==> src/rtl/pipe_issue_ctrl.sv <==
// pipe_issue_ctrl: instruction issue controller for the 4-stage pipeline.
// Buffers instruction words in a DEPTH-entry FIFO and issues at most one per
// cycle, stalling on read-after-write hazards against the last HAZ_WIN issued
// destination registers. Heads with an illegal func (>11) are dropped.
// Build option: define OPERAND_DECODE_EN to restrict the hazard check to the
// source registers the func actually reads; otherwise rs1 and rs2 are always
// checked.
//
// Handshake: a word transfers on a rising edge where in_valid & in_ready.
// in_ready depends only on registered occupancy (and rst_n), never on the
// same-cycle pop, so it is glitch-free and has no combinational path from
// the issue logic. The issue side has no backpressure: iss_valid is a
// one-cycle strobe per issued word.
module pipe_issue_ctrl #(
  parameter int DEPTH   = 4,
  parameter int HAZ_WIN = 2
) (
  input  logic                       clk,
  input  logic                       rst_n,
  input  logic                       flush,
  input  logic                       in_valid,
  output logic                       in_ready,
  input  logic [3:0]                 in_rs1,
  input  logic [3:0]                 in_rs2,
  input  logic [3:0]                 in_rd,
  input  logic [3:0]                 in_func,
  input  logic [7:0]                 in_addr,
  output logic                       iss_valid,
  output logic [3:0]                 iss_rs1,
  output logic [3:0]                 iss_rs2,
  output logic [3:0]                 iss_rd,
  output logic [3:0]                 iss_func,
  output logic [7:0]                 iss_addr,
  output logic                       illegal_pulse,
  output logic [15:0]                stall_cnt,
  output logic [$clog2(DEPTH):0]     fifo_level,
  output logic                       busy
);

  localparam int AW = $clog2(DEPTH);
  localparam int LW = AW + 1;

  // Entry layout: {rs1, rs2, rd, func, addr}
  logic [23:0]         mem [DEPTH];
  logic [AW-1:0]       wr_ptr;
  logic [AW-1:0]       rd_ptr;
  logic [HAZ_WIN-1:0]  trk_valid;
  logic [3:0]          trk_rd [HAZ_WIN];

  logic [23:0] head;
  logic [3:0]  head_rs1, head_rs2, head_rd, head_func;
  logic [7:0]  head_addr;
  logic        empty, head_illegal, hazard;
  logic        use_rs1, use_rs2;
  logic        do_push, do_pop, do_issue, do_stall, do_drop;

  assign head      = mem[rd_ptr];
  assign head_rs1  = head[23:20];
  assign head_rs2  = head[19:16];
  assign head_rd   = head[15:12];
  assign head_func = head[11:8];
  assign head_addr = head[7:0];

  assign empty        = (fifo_level == '0);
  assign head_illegal = (head_func > 4'd11);

  assign in_ready = rst_n & (fifo_level != LW'(DEPTH));
  assign busy     = (fifo_level != '0) | (|trk_valid);

  // Which source operands of the head take part in the hazard check
  always_comb begin
    use_rs1 = 1'b1;
    use_rs2 = 1'b1;
`ifdef OPERAND_DECODE_EN
    case (head_func)
      4'd4, 4'd9:                use_rs1 = 1'b0;
      4'd3, 4'd8, 4'd10, 4'd11:  use_rs2 = 1'b0;
      default: ;
    endcase
`endif
  end

  // RAW hazard: a checked source matches any valid in-flight destination
  always_comb begin
    hazard = 1'b0;
    for (int i = 0; i < HAZ_WIN; i++) begin
      if (trk_valid[i] &&
          ((use_rs1 && (head_rs1 == trk_rd[i])) ||
           (use_rs2 && (head_rs2 == trk_rd[i]))))
        hazard = 1'b1;
    end
  end

  // Flush overrides both accept and issue
  assign do_push  = in_valid & in_ready & ~flush;
  assign do_drop  = ~flush & ~empty & head_illegal;
  assign do_issue = ~flush & ~empty & ~head_illegal & ~hazard;
  assign do_stall = ~flush & ~empty & ~head_illegal & hazard;
  assign do_pop   = do_drop | do_issue;

  // FIFO storage write; contents need no reset since occupancy gates reads
  always_ff @(posedge clk) begin
    if (do_push) mem[wr_ptr] <= {in_rs1, in_rs2, in_rd, in_func, in_addr};
  end

  // FIFO pointers and occupancy; pointers wrap naturally (DEPTH is 2^n)
  always_ff @(posedge clk or negedge rst_n) begin
    if (!rst_n) begin
      wr_ptr     <= '0;
      rd_ptr     <= '0;
      fifo_level <= '0;
    end else if (flush) begin
      wr_ptr     <= '0;
      rd_ptr     <= '0;
      fifo_level <= '0;
    end else begin
      if (do_push) wr_ptr <= wr_ptr + 1'b1;
      if (do_pop)  rd_ptr <= rd_ptr + 1'b1;
      case ({do_push, do_pop})
        2'b10:   fifo_level <= fifo_level + 1'b1;
        2'b01:   fifo_level <= fifo_level - 1'b1;
        default: ;
      endcase
    end
  end

  // Issue register: fields hold their last value between issues
  always_ff @(posedge clk or negedge rst_n) begin
    if (!rst_n) begin
      iss_valid     <= 1'b0;
      iss_rs1       <= '0;
      iss_rs2       <= '0;
      iss_rd        <= '0;
      iss_func      <= '0;
      iss_addr      <= '0;
      illegal_pulse <= 1'b0;
    end else begin
      iss_valid     <= do_issue;
      illegal_pulse <= do_drop;
      if (do_issue) begin
        iss_rs1  <= head_rs1;
        iss_rs2  <= head_rs2;
        iss_rd   <= head_rd;
        iss_func <= head_func;
        iss_addr <= head_addr;
      end
    end
  end

  // Saturating count of cycles the head was held by a hazard
  always_ff @(posedge clk or negedge rst_n) begin
    if (!rst_n)                            stall_cnt <= '0;
    else if (do_stall && stall_cnt != '1)  stall_cnt <= stall_cnt + 1'b1;
  end

  // Destination tracker: shifts every edge, entry 0 records this edge's issue
  always_ff @(posedge clk or negedge rst_n) begin
    if (!rst_n) begin
      trk_valid <= '0;
      for (int i = 0; i < HAZ_WIN; i++) trk_rd[i] <= '0;
    end else begin
      trk_valid[0] <= do_issue;
      trk_rd[0]    <= do_issue ? head_rd : 4'd0;
      for (int i = 1; i < HAZ_WIN; i++) begin
        trk_valid[i] <= trk_valid[i-1];
        trk_rd[i]    <= trk_rd[i-1];
      end
    end
  end

endmodule
==> config.mk <==
export PLATFORM = sky130hd
export DESIGN_NAME = pipe_issue_ctrl
export DESIGN_NICKNAME = d
export VERILOG_FILES = /design/src/rtl/pipe_issue_ctrl.sv
export SDC_FILE = /design/constraint.sdc
export NUM_CORES = 1
export LEC_CHECK = 0
export ABC_AREA = 1
export BUFFER_PORTS_ARGS = -buffer_cell sky130_fd_sc_hd__buf_4
export CAP_MARGIN = 10
export CORE_MARGIN = 5
export CORE_UTILIZATION = 40
export CTS_BUF_LIST = sky130_fd_sc_hd__clkbuf_8 sky130_fd_sc_hd__clkbuf_16
export DETAILED_ROUTE_END_ITERATION = 10
export MAX_ROUTING_LAYER = met4
export PLACE_DENSITY = 0.64
export SLEW_MARGIN = 25
export SYNTH_ARGS = -nofsm -noshare
export SYNTH_HDL_FRONTEND = slang
export SYNTH_SLANG_ARGS = --single-unit
==> constraint.sdc <==
create_clock -name clk -period 2.5 [get_ports clk]
set_input_delay 0.125 -clock clk [delete_from_list [all_inputs] [get_ports clk]]
set_output_delay 0.125 -clock clk [all_outputs]
set_load 0.005 [all_outputs]
==> impl_metrics.py, run 1 <==
metrics = {
    "logic_synthesis": {
        "synth_mux_area_share_pct": 0,
        "syn_area_per_cell_sq_um": 11.0,
        "synth_seq_area_share_pct": 65.3,
        "synth_compound_area_share_pct": 6.69,
        "ys_ff_latch": 154,
        "ys_types": 37,
        "postSynthCellCount": 606,
        "synth_xor_area_share_pct": 2.11,
        "synthAdderAreaFrac_pct": 1.24,
        "synth_top_family_by_area": "simple AND/OR/NAND/NOR gates",
        "synth-simple-area-share_pct": 19.6,
        "syn_nets": 640,
        "yosysWarnings": 0,
        "syn_area_sq_um": 6640,
    },
    "hold_path": {
        "worstHoldEndpoint": "wr_ptr[1]$_DFFE_PN0P_",
        "hp-class": "in2reg",
        "hold_start": "in_valid",
        "hold_depth": 4,
    },
    "final_layout": {
        "synthToLayoutAreaGrowth_pct": 33.1,
        "layout_common_cells": "nand2_1, buf_4, edfxtp_1, dfrtp_1, o21ai_0",
        "drive_gt1_share_pct": 31.5,
        "layout.nets": 782,
        "mostFrequentLayoutCell": "nand2_1",
        "diodes": 0,
        "postLayoutCoreUtil_pct": 53.8,
        "final_area_sq_um": 8830,
    },
    "global_routing": {
        "grt_overflow": 0,
        "antenna_found_initial": 0,
        "grt_pass1_vias": 4849,
        "track_usage_pct": 16.6,
        "grt_max_degree": 59,
        "grt_pass1_wl_um": 24700,
    },
    "clock_network": {
        "cts_buffers": 17,
        "clkLatencyLatePin_ns": 0.43,
        "clk_pin_slew_ns": 0.06,
        "cts_tree": "done",
        "cts_buffer_depth": 2,
        "clock-sinks": 154,
        "clock_tree.root_cell": "clkbuf_16",
        "htreeDepth": 4,
    },
    "routing": {
        "viasPerCell": 4.95,
        "drt-total-wl_um": 15800,
        "postRouteAntennaNets": 0,
        "drcViolationCount": 0,
        "wl_per_cell_um": 16.1,
        "drt_iter0_markers": 317,
        "vias": 4852,
        "first_pass_iters": 5,
    },
    "setup_path": {
        "regToRegStartpoint": "rd_ptr[0]$_DFFE_PN0P_",
        "cp-end-kind": "flop",
        "crit_required_ns": 2.86,
        "crit_fanout": 8,
        "r2r-end": "fifo_level[2]$_DFFE_PN0P_",
        "worstRegToRegCells": 20,
        "cp.arrival_ns": 3.01,
        "crit_type": "reg2reg",
        "startpoint_type": "flop",
        "r2r_slack_ns": -0.15,
    },
    "floorplan": {
        "core_sq_um": 16400,
        "rows": 47,
        "die_y_um": 139,
        "start_util_pct": 40.4,
        "dieArea_sq_um": 19300,
        "die_x_um": 139,
        "boundaryPins": 75,
    },
    "placed_design": {
        "placed_cell_area_sq_um": 7600,
        "hpwl_um": 9920,
        "place_congestion": 0.916,
        "port_buffers": 74,
        "dp_slack_ns": -0.129,
    },
    "timing": {
        "fmax_mhz": 378,
        "rsz0062_at_grt": "yes",
        "setup_violations": 1,
        "finalCritPeriodShare_pct": 106,
        "finalWorstSetupSlack_ns": -0.148,
        "hold_violations": 0,
        "relSlewSlack_pct": 46.8,
        "fin_skew_ns": 0.0154,
        "period_minus_slack_ns": 2.65,
        "maxSlewViolCount": 0,
        "worst_pin_slew_ns": 0.797,
        "setup_tns_ns": -0.148,
    },
    "power": {
        "p_per_area_nw_per_um2": 1050,
        "p_leak_uw": 0.00375,
        "p_total_uw": 9300,
        "ir_drop_uv": 749,
    },
    "status": {
        "status": "finished, violations left",
        "violations": "negative setup slack",
    },
    "flow_run": {
        "drv_cap": 0,
    },
}
final cells by class:
class	instances	area, sq um
clock buffer	18	439
timing repair inverter	2	20.0
clock inverter	14	179
multi-input combinational	385	2190
sequential	154	4340
inverter	44	175
timing repair buffer	144	1220
fill	1406	7580
tap	220	275
synth_stat cells (all sizes together):
cell type	n	area [sq um]
a21oi	14	70.1
clkbuf	9	33.8
xnor2	5	43.8
a21boi	1	11.3
nand2	193	767
a32o	10	100
nor2	42	168
dfrtp	58	1450
fa	1	20.0
nor4	3	18.8
nand3b	1	7.51
a31oi	1	6.26
nand3	41	293
xor2	11	96.3
o21ai	43	215
buf	14	126
nor3	6	30.0
inv	42	165
nand4	2	12.5
o22a	4	35.0
ha	5	62.6
o22ai	1	6.26
clkinv	2	7.51
and3	1	6.26
edfxtp	96	2880
through the flow:
stage / std cells / hold slack [ns]
after floorplan: 606 / -0.171
after CTS: 972 / 0.0676
final: 981 / 0.0823
after global routing: 981 / 0.133
after detailed placement: 910 / 0.327
after global placement: 910 / 0.326
sequential cells by signal (all words and copies together) (netlist names), 3 cells and up:
name        flops
mem            96
stall_cnt      16
iss_addr        8
trk_rd          8
iss_func        4
iss_rd          4
iss_rs1         4
iss_rs2         4
fifo_level      3
routing by layer:
layer	track usage, %	routed length (um)	vias up
met4	5.66	257	0
met5	-	0	-
met3	4.45	805	25
met2	27.2	8010	145
met1	20.1	6720	2357
li1	-	-	2325
worst max path at each step:
stage,endpoint,startpoint,slack [ns],cells past startpoint
floorplan,mem[0][0]$_DFFE_PP_,fifo_level[0]$_DFFE_PN0P_,0.04,6
global placement,fifo_level[2]$_DFFE_PN0P_,rd_ptr[0]$_DFFE_PN0P_,-0.08,20
detailed placement,fifo_level[2]$_DFFE_PN0P_,rd_ptr[0]$_DFFE_PN0P_,-0.13,20
CTS,fifo_level[2]$_DFFE_PN0P_,rd_ptr[0]$_DFFE_PN0P_,-0.05,20
global route,fifo_level[2]$_DFFE_PN0P_,rd_ptr[0]$_DFFE_PN0P_,-0.34,20
finish,fifo_level[2]$_DFFE_PN0P_,rd_ptr[0]$_DFFE_PN0P_,-0.15,20
critical path, cell delays in order (launching register included):
cell,delay (ns)
dfrtp_4,0.60
buf_12,0.17
nand2_1,0.06
nand3_2,0.10
nand2_2,0.10
nand2_1,0.07
nand2_1,0.08
nor2_1,0.11
nand2_1,0.06
nand2_1,0.07
nand2_2,0.07
nand3_4,0.08
nand2_4,0.06
nand2_4,0.07
inv_2,0.04
fa_2,0.35
xor2_2,0.16
nand3b_1,0.16
nand2_1,0.07
nand2_1,0.05
nand2_1,0.06
logic make-up after synthesis:
group / count (synthesis)
flip-flops: 154
adder cells (fa/ha/maj): 6
buffers and inverters: 67
XOR/XNOR: 16
AND/OR/NAND/NOR: 289
AO/OA/AOI/OAI: 74
timing repair:
action / 4_1_cts / 5_1_grt
setup endpoints to repair: 3 / 20
endpoints found under the hold margin: 156 / 0
gates cloned: 3 / 1
hold buffers: 26 / 0
pin swaps: 4 / 20
resized for setup: 13 / 59
setup buffers: 1 / 8
power by group:
group | total [uW] | leakage (uW) | internal (uW) | switching [uW]
logic | 3220 | 0.00184 | 1440 | 1780
registers | 3410 | 0.00161 | 3070 | 338
clock network | 2660 | 0.000306 | 1680 | 980
Note: power is estimated with default switching activity, not from simulation.
==> inputs of run 2 (changes only) <==
--- a/config.mk
+++ b/config.mk
@@ -6,7 +6,7 @@
 export NUM_CORES = 1
 export LEC_CHECK = 0
 export ABC_AREA = 1
-export BUFFER_PORTS_ARGS = -buffer_cell sky130_fd_sc_hd__buf_4
+export BUFFER_PORTS_ARGS = -buffer_cell sky130_fd_sc_hd__buf_2
 export CAP_MARGIN = 10
 export CORE_MARGIN = 5
 export CORE_UTILIZATION = 40
==> run 2 against run 1 <==
  * The flow still finishes with violations (negative setup slack)
  * Die area unchanged
  * Utilization decreased by 0.68 points
  * Non-clock buffer count unchanged
  * Worst hold slack got worse by 0.072 ns
  * Clock skew increased by 0.0023 ns
  * Register-to-register slack improved by 0.03 ns
  * Maximum frequency increased by 1.1%
  * Design area decreased by 1.3%
  * Global-route usage about the same
  * Critical path depth increased by 1
==> impl_metrics.py, run 2 (synthesis results as in run 1) <==
metrics = {
    "clock_network": {
        "cts_buffers": 17,
        "clk_pin_slew_ns": 0.06,
        "htreeDepth": 4,
        "cts_tree": "done",
        "clkLatencyLatePin_ns": 0.42,
        "clock-sinks": 154,
        "clock_tree.root_cell": "clkbuf_16",
        "cts_buffer_depth": 2,
    },
    "global_routing": {
        "grt_overflow": 0,
        "grt_max_degree": 59,
        "track_usage_pct": 16.6,
        "antenna_found_initial": 2,
        "grt_pass1_vias": 4926,
        "grt_pass1_wl_um": 24800,
    },
    "final_layout": {
        "final_area_sq_um": 8720,
        "synthToLayoutAreaGrowth_pct": 31.4,
        "multi_input_area_sq_um": 2210,
        "postLayoutCoreUtil_pct": 53.1,
        "regArea_sq_um": 4340,
        "fillers": 1400,
        "layout_common_cells": "nand2_1, edfxtp_1, buf_2, dfrtp_1, o21ai_0",
        "mostFrequentLayoutCell": "nand2_1",
        "largest-register": "mem",
        "reg_top3": "mem: 96 flops, stall_cnt: 16 flops",
        "layout.nets": 783,
        "drive_gt1_share_pct": 31.8,
        "largest_reg_flops": 96,
    },
    "setup_path": {
        "crit_fanout": 5,
        "cp-end-kind": "flop",
        "cp.arrival_ns": 2.94,
        "worstRegToRegCells": 21,
        "regToRegStartpoint": "rd_ptr[0]$_DFFE_PN0P_",
        "crit_type": "reg2reg",
        "r2r-end": "fifo_level[2]$_DFFE_PN0P_",
        "startpoint_type": "flop",
        "r2r_slack_ns": -0.12,
        "crit_required_ns": 2.82,
    },
    "floorplan": {
        "boundaryPins": 75,
        "dieArea_sq_um": 19300,
        "start_util_pct": 40.4,
        "die_x_um": 139,
        "core_sq_um": 16400,
        "rows": 47,
        "die_y_um": 139,
    },
    "hold_path": {
        "hold_start": "flush",
        "hold_depth": 4,
        "worstHoldEndpoint": "fifo_level[1]$_DFFE_PN0P_",
        "hp-class": "in2reg",
    },
    "timing": {
        "hold_violations": 0,
        "finalCritPeriodShare_pct": 105,
        "maxSlewViolCount": 0,
        "fmax_mhz": 382,
        "worst_pin_slew_ns": 0.775,
        "relSlewSlack_pct": 48.4,
        "finalWorstSetupSlack_ns": -0.120,
        "period_minus_slack_ns": 2.62,
        "setup_violations": 1,
        "whs_ns": 0.0101,
        "setup_tns_ns": -0.120,
        "rsz0062_at_grt": "yes",
        "fin_skew_ns": 0.0177,
    },
    "flow_run": {
        "drv_cap": 0,
    },
    "power": {
        "ir_drop_uv": 623,
        "p_per_area_nw_per_um2": 1050,
        "p_leak_uw": 0.00371,
    },
    "status": {
        "status": "finished, violations left",
        "violations": "negative setup slack",
    },
    "routing": {
        "drt_iter0_markers": 281,
        "postRouteAntennaNets": 0,
        "wl_per_cell_um": 16.0,
        "first_pass_iters": 4,
        "viasPerCell": 4.90,
        "vias": 4822,
        "drt-total-wl_um": 15700,
        "drcViolationCount": 0,
    },
    "placed_design": {
        "hpwl_um": 10100,
        "placed_cell_area_sq_um": 7430,
        "dp_slack_ns": -0.173,
        "place_congestion": 0.914,
        "port_buffers": 74,
    },
}
-- run 2: changes by cell type in the layout (fill, tap and decap cells not counted), moves of 3 or more --
cell,before,now
buf_4,111,33
nand3_1,15,20
inv_6,2,5
nand3_2,20,12
nand3_4,6,9
nand2_4,6,10
buf_2,0,74
nand2_1,148,145
-- run 2: worst max path at each step --
stage | cells past startpoint | end | startpoint
2_1_floorplan | 6 | mem[0][0]$_DFFE_PP_ | fifo_level[0]$_DFFE_PN0P_
3_3_place_gp | 20 | fifo_level[2]$_DFFE_PN0P_ | rd_ptr[0]$_DFFE_PN0P_
3_5_place_dp | 20 | fifo_level[2]$_DFFE_PN0P_ | rd_ptr[0]$_DFFE_PN0P_
4_1_cts | 21 | fifo_level[2]$_DFFE_PN0P_ | rd_ptr[0]$_DFFE_PN0P_
5_1_grt | 21 | fifo_level[2]$_DFFE_PN0P_ | rd_ptr[0]$_DFFE_PN0P_
6_report | 21 | fifo_level[2]$_DFFE_PN0P_ | rd_ptr[0]$_DFFE_PN0P_
-- run 2: what timing repair did --
| item | 4_1_cts | 5_1_grt |
|---|---|---|
| endpoints found under the setup margin | 3 | 12 |
| hold buffers | 25 | 0 |
| cloned | 3 | 1 |
| buffers inserted | 8 | 5 |
| pin swaps | 6 | 28 |
| endpoints found under the hold margin | 154 | 0 |
| gates resized for setup | 13 | 67 |
-- run 2: metal layers --
metal	up-vias	global-route usage, %	share of wire, %
li1	2329	-	-
met1	2333	19.5	41
met2	132	27.9	51
met3	28	4.31	6.0
met4	0	5.77	2.0
met5	-	-	0
-- run 2: through the flow --
step	cells	total power, uW
after floorplan	606	5000
after global placement	909	5870
after detailed placement	909	5990
after CTS	977	8850
after global routing	984	9700
final	984	9170
-- run 2: where the power goes --
group	switching [uW]	total [uW]	internal, uW
logic	1850	3240	1390
registers	275	3340	3070
clock network	1020	2590	1570
total	3150	9170	6030
-- run 2: final cells by class --
| class | count | area share [%] |
|---|---|---|
| diodes | 2 | 0.0574 |
| clock buffers | 17 | 4.88 |
| clock inverters | 15 | 2.01 |
| inverters | 44 | 2.07 |
| multi-input cells | 385 | 25.4 |
| flip-flops and latches | 154 | 49.7 |
| well taps | 220 | 3.16 |
| repair buffers | 144 | 12.4 |
| repair inverters | 3 | 0.387 |
-- run 2: critical path, stage by stage (launching register included) --
cell	delay, ns
dfrtp_2	0.46
buf_6	0.16
clkinv_8	0.07
nand2_2	0.05
nand3_2	0.09
nand2_2	0.10
nand2_2	0.07
nand2_2	0.06
nor2_2	0.14
nand2_1	0.08
nand2_1	0.08
nand2_2	0.07
nand3_4	0.07
nand2_2	0.06
nand2_2	0.07
inv_2	0.04
fa_2	0.36
xor2_1	0.18
nand3b_1	0.14
nand2_1	0.06
nand2_1	0.06
nand2_1	0.05
==> inputs of run 3 (changes only) <==
--- a/config.mk
+++ b/config.mk
@@ -9,11 +9,11 @@
 export BUFFER_PORTS_ARGS = -buffer_cell sky130_fd_sc_hd__buf_2
 export CAP_MARGIN = 10
 export CORE_MARGIN = 5
-export CORE_UTILIZATION = 40
+export CORE_UTILIZATION = 53
 export CTS_BUF_LIST = sky130_fd_sc_hd__clkbuf_8 sky130_fd_sc_hd__clkbuf_16
 export DETAILED_ROUTE_END_ITERATION = 10
 export MAX_ROUTING_LAYER = met4
-export PLACE_DENSITY = 0.64
+export PLACE_DENSITY = 0.8
 export SLEW_MARGIN = 25
 export SYNTH_ARGS = -nofsm -noshare
 export SYNTH_HDL_FRONTEND = slang
==> run 3 against run 2 <==
  * The flow still finishes with violations (negative setup slack)
  * Flip-flop and latch count did not move
  * Via count rose by 6.0%
  * Maximum frequency fell by 3.8%
  * Clock power fell by 12%
  * Global-route usage rose by 6.2 points
  * Sequential power barely moved
  * Cell count fell by 5.9%
  * Critical endpoint unchanged
==> impl_metrics.py, run 3 (synthesis results as in run 1) <==
metrics = {
    "hold_path": {
        "hp-class": "in2reg",
    },
    "timing": {
        "setup_tns_ns": -0.224,
        "relSlewSlack_pct": 49.0,
        "maxSlewViolCount": 0,
        "whs_ns": 0.0333,
        "rsz0062_at_grt": "yes",
        "fin_skew_ns": 0.00802,
        "period_minus_slack_ns": 2.72,
        "finalWorstSetupSlack_ns": -0.224,
        "setup_violations": 1,
        "fmax_mhz": 367,
        "worst_pin_slew_ns": 0.765,
        "finalCritPeriodShare_pct": 109,
        "hold_violations": 0,
    },
    "status": {
        "violations": "negative setup slack",
        "status": "finished, violations left",
    },
    "final_layout": {
        "layout.nets": 779,
        "layout_common_cells": "nand2_1, edfxtp_1, buf_2, dfrtp_1, nand2_2",
        "reg_top3": "mem: 96 flops, stall_cnt: 16 flops",
        "diodes": 0,
        "drive_gt1_share_pct": 31.9,
        "largest-register": "mem",
        "mostFrequentLayoutCell": "nand2_1",
        "largest_reg_flops": 96,
        "synthToLayoutAreaGrowth_pct": 28.9,
    },
    "flow_run": {
        "drv_cap": 0,
    },
    "global_routing": {
        "antenna_found_initial": 0,
        "grt_pass1_wl_um": 25200,
        "grt_overflow": 0,
        "grt_max_degree": 59,
        "track_usage_pct": 22.8,
        "grt_pass1_vias": 5148,
    },
    "setup_path": {
        "crit_required_ns": 2.82,
        "startpoint_type": "flop",
        "crit_type": "reg2reg",
        "crit_fanout": 6,
        "cp-end-kind": "flop",
        "cp.arrival_ns": 3.04,
        "r2r_slack_ns": -0.22,
    },
    "routing": {
        "drcViolationCount": 0,
        "postRouteAntennaNets": 0,
        "first_pass_iters": 5,
        "wl_per_cell_um": 18.0,
        "viasPerCell": 5.52,
        "vias": 5113,
        "drt_iter0_markers": 407,
        "drt-total-wl_um": 16700,
    },
    "clock_network": {
        "cts_buffer_depth": 2,
        "clkLatencyLatePin_ns": 0.43,
        "cts_tree": "done",
        "htreeDepth": 4,
        "clk_pin_slew_ns": 0.06,
        "cts_buffers": 17,
        "clock_tree.root_cell": "clkbuf_16",
        "clock-sinks": 154,
    },
    "floorplan": {
        "rows": 40,
        "start_util_pct": 54.6,
        "core_sq_um": 12200,
        "die_x_um": 122,
        "boundaryPins": 75,
        "die_y_um": 122,
        "dieArea_sq_um": 14900,
    },
    "placed_design": {
        "place_congestion": 0.907,
        "dp_slack_ns": -0.127,
        "hpwl_um": 9750,
        "port_buffers": 74,
    },
    "power": {
        "ir_drop_uv": 738,
        "p_leak_uw": 0.00367,
        "p_per_area_nw_per_um2": 1040,
    },
}
-- run 3: routing by layer --
| metal | track usage [%] | vias up | share of wire, % |
|---|---|---|---|
| met4 | 9.87 | 0 | 2.7 |
| met5 | - | - | 0 |
| met3 | 5.29 | 43 | 7.8 |
| met1 | 26.3 | 2478 | 38 |
| li1 | - | 2322 | - |
| met2 | 38.5 | 270 | 51 |
-- run 3: worst paths after layout --
| check | from | endpoint | cells after the start |
|---|---|---|---|
| setup / recovery | rd_ptr[0]$_DFFE_PN0P_ | fifo_level[2]$_DFFE_PN0P_ | 21 |
| hold / removal | flush | fifo_level[1]$_DFFE_PN0P_ | 4 |
| setup reg to reg | rd_ptr[0]$_DFFE_PN0P_ | fifo_level[2]$_DFFE_PN0P_ | 21 |
| hold reg to reg | trk_rd[5]$_DFF_PN0_ | trk_rd[1]$_DFF_PN0_ | 0 |
| max in group asynchronous | rst_n | rd_ptr[0]$_DFFE_PN0P_ | 3 |
| min in group asynchronous | rst_n | trk_rd[1]$_DFF_PN0_ | 3 |
-- run 3: repair_timing --
item | 4_1_cts | 5_1_grt
hold buffers | 25 | 0
cloned | 4 | 0
buffers inserted | 13 | 2
endpoints found under the hold margin | 154 | 0
setup endpoints to repair | 3 | 12
gates resized for setup | 44 | 47
pin swaps | 22 | 22
-- run 3: power by group --
part / leakage [uW] / switching (uW) / internal [uW] / total (uW)
combinational: 0.00180 / 1930 / 1370 / 3300
sequential: 0.00161 / 290 / 3070 / 3360
clock: 0.000262 / 988 / 1280 / 2270
-- run 3: final cells by class --
cell class | count | area, sq um
Clock buffer | 18 | 439
Clock inverter | 14 | 87.6
Fill cell | 794 | 3600
Inverter | 44 | 180
Multi-Input combinational cell | 385 | 2250
Sequential cell | 154 | 4340
Tap cell | 168 | 210
Timing Repair Buffer | 141 | 1030
Timing Repair inverter | 2 | 22.5
-- run 3: critical path: stages, from the launching register on --
cell and delay, ns:
dfrtp_2 0.41, buf_12 0.17, buf_8 0.13, nand2_2 0.07
nand3_4 0.08, nand2_2 0.09, nand2_1 0.08, nand2_1 0.06
nor2_1 0.10, nand2_1 0.07, nand2_1 0.09, nand2_2 0.08
nand3_4 0.08, nand2_4 0.06, nand2_4 0.06, inv_2 0.04
fa_2 0.34, xor2_1 0.21, nand3b_1 0.16, nand2_1 0.07
nand2_1 0.09, nand2_1 0.06
-- run 3: through the flow --
stage	cell area [sq um]	cells	utilization (%)	power [uW]
finish	8560	926	70.4	8930
global route	8560	926	70.4	9410
detailed placement	7280	850	59.9	5840
global placement	7280	850	59.9	5730
floorplan	6640	606	-	5000
CTS	8350	924	68.7	8540
